[src/rtl/ov_dvp_capture.sv]
// Camera-side frame buffer writer: assembles DVP RGB565 pixels, decimates DECIM x DECIM and
// emits 1-based linear write addresses (address 0 is reserved for "no pixel").
module ov_dvp_capture #(
    parameter int unsigned H_ACTIVE    = 640,
    parameter int unsigned V_ACTIVE    = 480,
    parameter int unsigned DECIM       = 4,
    parameter int unsigned SKIP_FRAMES = 2,
    parameter int unsigned ADDR_W      = 15
) (
    input  logic              clk,
    input  logic              reset,
    input  logic              cam_vsync,
    input  logic              cam_href,
    input  logic [7:0]        cam_data,
    output logic              wr_en,
    output logic [15:0]       wr_data,
    output logic [ADDR_W-1:0] wr_addr,
    output logic              frame_start,
    output logic              frame_done,
    output logic              line_err
);
    localparam int unsigned X_W  = $clog2(H_ACTIVE + 1);
    localparam int unsigned Y_W  = $clog2(V_ACTIVE + 1);
    localparam int unsigned S_W  = $clog2(SKIP_FRAMES + 2);
    localparam int unsigned D_SH = $clog2(DECIM);

    localparam logic [X_W-1:0]    X_MAX     = X_W'(H_ACTIVE);
    localparam logic [Y_W-1:0]    Y_MAX     = Y_W'(V_ACTIVE);
    localparam logic [X_W-1:0]    X_MASK    = X_W'(DECIM - 1);
    localparam logic [Y_W-1:0]    Y_MASK    = Y_W'(DECIM - 1);
    localparam logic [ADDR_W-1:0] ROW_PIX   = ADDR_W'(H_ACTIVE / DECIM);
    localparam logic [S_W-1:0]    SKIP_INIT = S_W'(SKIP_FRAMES);

    typedef enum logic [1:0] {StIdle, StSkip, StActive, StVblank} state_e;

    state_e            state_q, state_d;
    logic [S_W-1:0]    skip_q, skip_d;
    logic              start_d, done_d;

    logic              vs_q, hr_q, vs_prev, hr_prev;
    logic [7:0]        d_q;
    logic              vs_rise, vs_fall, hr_fall;

    logic [X_W-1:0]    x_q, x_d;
    logic [Y_W-1:0]    y_q, y_d;
    logic              phase_q, phase_d;
    logic [7:0]        hi_q, hi_d;
    logic              wr_en_d, err_d;
    logic [15:0]       wr_data_d;
    logic [ADDR_W-1:0] wr_addr_d, pix_addr;

    assign vs_rise = vs_q & ~vs_prev;
    assign vs_fall = ~vs_q & vs_prev;
    assign hr_fall = ~hr_q & hr_prev;

    assign pix_addr = ADDR_W'(y_q >> D_SH) * ROW_PIX + ADDR_W'(x_q >> D_SH) + ADDR_W'(1);

    always_comb begin
        state_d = state_q;
        skip_d  = skip_q;
        start_d = 1'b0;
        done_d  = 1'b0;
        unique case (state_q)
            StIdle: begin
                // A frame already running at reset is never captured: wait for its end.
                if (vs_rise) begin
                    state_d = StSkip;
                    skip_d  = SKIP_INIT;
                end
            end
            StSkip: begin
                if (vs_fall) begin
                    if (skip_q == '0) begin
                        state_d = StActive;
                        start_d = 1'b1;
                    end else begin
                        skip_d = skip_q - 1'b1;
                    end
                end
            end
            StActive: begin
                if (vs_rise) begin
                    state_d = StVblank;
                    done_d  = 1'b1;
                end
            end
            StVblank: begin
                if (vs_fall) begin
                    state_d = StActive;
                    start_d = 1'b1;
                end
            end
            default: state_d = StIdle;
        endcase
    end

    always_comb begin
        x_d       = x_q;
        y_d       = y_q;
        phase_d   = phase_q;
        hi_d      = hi_q;
        err_d     = line_err;
        wr_en_d   = 1'b0;
        wr_data_d = wr_data;
        wr_addr_d = wr_addr;
        if (start_d) begin
            x_d     = '0;
            y_d     = '0;
            phase_d = 1'b0;
        end else if (state_q == StActive) begin
            // Capture still runs in the cycle a vs_rise is seen, so a final byte is kept.
            if (hr_q) begin
                if (!phase_q) begin
                    hi_d    = d_q;
                    phase_d = 1'b1;
                end else begin
                    phase_d = 1'b0;
                    if (x_q < X_MAX) begin
                        x_d = x_q + 1'b1;
                    end
                    if ((x_q < X_MAX) && (y_q < Y_MAX) &&
                        ((x_q & X_MASK) == '0) && ((y_q & Y_MASK) == '0)) begin
                        wr_en_d   = 1'b1;
                        wr_data_d = {hi_q, d_q};
                        wr_addr_d = pix_addr;
                    end
                end
            end else if (hr_fall) begin
                x_d = '0;
                if (y_q < Y_MAX) begin
                    y_d = y_q + 1'b1;
                end
                if (phase_q) begin
                    phase_d = 1'b0;
                    err_d   = 1'b1;
                end
            end
        end
    end

    always_ff @(posedge clk or negedge reset) begin
        if (!reset) begin
            vs_q        <= 1'b0;
            hr_q        <= 1'b0;
            d_q         <= '0;
            vs_prev     <= 1'b0;
            hr_prev     <= 1'b0;
            state_q     <= StIdle;
            skip_q      <= '0;
            x_q         <= '0;
            y_q         <= '0;
            phase_q     <= 1'b0;
            hi_q        <= '0;
            wr_en       <= 1'b0;
            wr_data     <= '0;
            wr_addr     <= '0;
            frame_start <= 1'b0;
            frame_done  <= 1'b0;
            line_err    <= 1'b0;
        end else begin
            vs_q        <= cam_vsync;
            hr_q        <= cam_href;
            d_q         <= cam_data;
            vs_prev     <= vs_q;
            hr_prev     <= hr_q;
            state_q     <= state_d;
            skip_q      <= skip_d;
            x_q         <= x_d;
            y_q         <= y_d;
            phase_q     <= phase_d;
            hi_q        <= hi_d;
            wr_en       <= wr_en_d;
            wr_data     <= wr_data_d;
            wr_addr     <= wr_addr_d;
            frame_start <= start_d;
            frame_done  <= done_d;
            line_err    <= err_d;
        end
    end

endmodule

[config.mk]
export PLATFORM = sky130hd
export DESIGN_NAME = ov_dvp_capture
export DESIGN_NICKNAME = d
export VERILOG_FILES = /design/src/rtl/ov_dvp_capture.sv
export SDC_FILE = /design/constraint.sdc
export NUM_CORES = 1
export LEC_CHECK = 0
export CORE_MARGIN = 2
export CORE_UTILIZATION = 46
export DETAILED_ROUTE_END_ITERATION = 8
export GPL_TIMING_DRIVEN = 0
export HOLD_SLACK_MARGIN = 0.03
export PLACE_DENSITY = 0.68
export SLEW_MARGIN = 10
export SYNTH_ARGS = -nofsm -noshare
export SYNTH_HDL_FRONTEND = slang
export SYNTH_SLANG_ARGS = --single-unit
[constraint.sdc]
create_clock -name clk -period 4.8 [get_ports clk]
set_input_delay 0.48 -clock clk [delete_from_list [all_inputs] [get_ports clk]]
set_output_delay 0.48 -clock clk [all_outputs]
set_load 0.01 [all_outputs]
==> impl_metrics.tcl <==
set metrics [dict create \
    outcome "finished, final reports clean" \
    grt_first_pass_wirelength_mm 13.0 \
    dr_total_vias 2847 \
    routed_wl_mm 7.39 \
    met2_usage_pct 29.3 \
    via_per_inst 5.30 \
    cts_made_buffers 9 \
    gr-total-overflow 0 \
    layout_min_cycle_time_ps 2650 \
    ys_warn_count 0 \
    syn2layout_area_growth_pct 22.3 \
    synth_top_area_cell "dfrtp_1" \
    ys_ff_latch 79 \
    min_from "line_err" \
    end_kind "register" \
    die-width_um 94.3 \
    grt.busiest_layer "met2" \
    num-fill-cells 686 \
    reg2reg_setup_slack_ps 2150 \
    pwr_density_cell_mw_per_mm2 412 \
    cts_tree "built" \
    hold_depth 1 \
    final_common_cell "dfrtp_1" \
    fmax_mhz 377 \
    ios 47 \
    io_buffers 46 \
    drive_gt1_share_pct 10.1 \
    cpMaxStageDelayCell "dfrtp_1" \
    rsz0062_at_grt "false" \
    setup_tns_ps 0 \
    crit_buf_inv 1 \
    cts-resized-gates 0 \
    grt_pass1_vias 2810 \
    start_util_pct 48.1 \
    clk_pin_slew_ps 90 \
    hpwl_mm 5.28 \
    synth_edf_count 0 \
    worstSetupPathType "reg -> reg" \
    worst_path_dominant_cell_family "adder cells" \
    clock_latency_ps 350 \
    first_pass_iters 4 \
    rr_endpoint "wr_addr[13]" \
    die_y_um 94.3 \
    final_cell_mix "dfrtp_1 (79), nand2_1 (77), clkdlybuf4s50_1 (45), nor2_1 (26), ha_1 (19)" \
    cts_root_buf "clkbuf_8" \
    crit_chain "ha_1, ha_1, inv_1, fa_1, xnor2_1, nand3b_1, nor3_1, nand4_1, a31oi_1" \
    cts_sinks 79 \
    synthesis.nets 403 \
    rr_startpoint "y_q[5]" \
    htree_levels 3 \
    worst_pin_slew_ps 927 \
    crit_top_cell "ha_1" \
    r2r_cells 9 \
    antenna_found_initial 0 \
    timing.final.crit_share_pct 55.2 \
    gp_congestion 0.796 \
    wl_per_cell_um 13.8 \
    design_area_sq_mm 0.00459 \
    start_kind "register" \
    synth_cells 371 \
    grt_usage_pct 18.6 \
    synth_area_sq_mm 0.00375 \
    post-route-drc-count 0 \
    dieArea_sq_mm 0.00890 \
    fin_skew_ps 10.4 \
    ys_async_sr_fraction_pct 100 \
    peakVddDrop_mv 0.198 \
    hold_viol_final 0 \
    drt_iter0_drc 82 \
    hold_path.class "reg -> reg" \
    use_met3_pct 4.23 \
    multi_input_area_sq_mm 0.00167 \
    synth_area_leaders "dfrtp_1 (53%), nand2_1 (7.7%), ha_1 (6.3%)" \
    synth-seq-area-share_pct 52.7 \
    dpl-instance-area_sq_mm 0.00437 \
    synth_cell_types 54 \
    placementRows 32 \
    p_total_mw 1.89 \
    cpPeakStageDelay_ps 470 \
    drv_cap 0 \
    slew_viol_final 0 \
    crit_arrival_ps 2920 \
    worstPathRequired_ps 5070 \
    postCtsHoldBufs 1 \
    ys.flop_type "dfrtp_1" \
    hold_path_end "line_err" \
    setup_violations 0 \
    layout.area.seq_sq_mm 0.00198 \
    cts.repair_timing.setup_buffer_count 0 \
    cts_buffer_depth 2 \
    ant_nets 0 \
    relSlewSlack_pct 38.0 \
    yosysTopAreaCellShare_pct 52.7 \
    grt_max_degree 56 \
    layout.nets 462 \
    diodes 0 \
    p_leak_nw 2.07 \
    met1_usage_pct 26.0 \
    path_max_fanout 7 \
    core_sq_mm 0.00781 \
    syn_avg_cell_area_sq_um 10.1 \
]
-- registers in the layout, summed over array words and instances, names as in the netlist --
register	count
phase_q	1
frame_done	1
hr_q	1
frame_start	1
state_q	2
x_q	10
wr_data	16
hr_prev	1
y_q	9
vs_prev	1
d_q	8
wr_en	1
vs_q	1
skip_q	2
wr_addr	15
hi_q	8
line_err	1
-- stage by stage --
step	utilization (%)	hold slack [ps]	worst slack, ps	instances
2_1_floorplan	-	184	2430	371
4_1_cts	58.8	467	2140	537
6_report	58.8	459	2150	537
5_1_grt	58.8	478	1910	537
3_3_place_gp	55.6	444	471	519
3_5_place_dp	55.9	406	2180	520
-- area by class of cell --
cell class,count,share of cell area [%]
plain buffers,12,1.20
inverters,14,1.15
repair buffers,48,10.8
well taps,102,2.78
flip-flops and latches,79,43.1
clock inverters,6,1.64
clock buffers,10,3.00
multi-input cells,266,36.4
-- power breakdown --
| group | internal, mW | switching (mW) | total, mW |
|---|---|---|---|
| combinational | 0.250 | 0.228 | 0.478 |
| clock | 0.263 | 0.261 | 0.524 |
| sequential | 0.805 | 0.0861 | 0.891 |
| total | 1.32 | 0.575 | 1.89 |
-- worst reg2reg max path: stages (launching register included) --
cell,delay [ps]
dfrtp_1,470
ha_1,310
ha_1,160
inv_1,60
fa_1,450
xnor2_1,250
nand3b_1,180
nor3_1,330
nand4_1,130
a31oi_1,210
-- cells by family after synthesis --
kind of cell / after synthesis / synth area share, %
AOI/OAI and AO/OA: 60 / 10.2
xor gates and xnor gates: 18 / 4.20
adders and majority gates: 20 / 6.87
buffers and inverters: 26 / 2.87
DFF: 79 / 52.7
muxes: 8 / 2.40
and+or+nand+nor: 160 / 20.8
-- metal layers --
layer | vias to the layer above | routed length (um)
li1 | 1398 | -
met1 | 1392 | 3620
met2 | 51 | 3450
met3 | 6 | 258
met4 | 0 | 61
met5 | - | 0
-- worst max-delay path by stage --
stage	start	end	slack, ps	depth (start not counted)
global route	y_q[5]	wr_addr[13]	1910	9
detailed placement	y_q[5]	wr_addr[13]	2180	9
floorplan	y_q[5]	wr_addr[11]	2430	8
global placement	reset	wr_data[6]	470	1
finish	y_q[5]	wr_addr[13]	2150	9
CTS	y_q[5]	wr_addr[13]	2140	9
-- cells in the mapped netlist (6+ instances only) --
cell type	instances
a21oi_1	15
clkbuf_1	6
dfrtp_1	79
ha_1	19
inv_1	12
mux2_2	8
nand2_1	77
nand3_1	12
nor2_1	26
o21ai_0	18
xnor2_1	9
xor2_1	9
(Power assumes the default switching activity.)
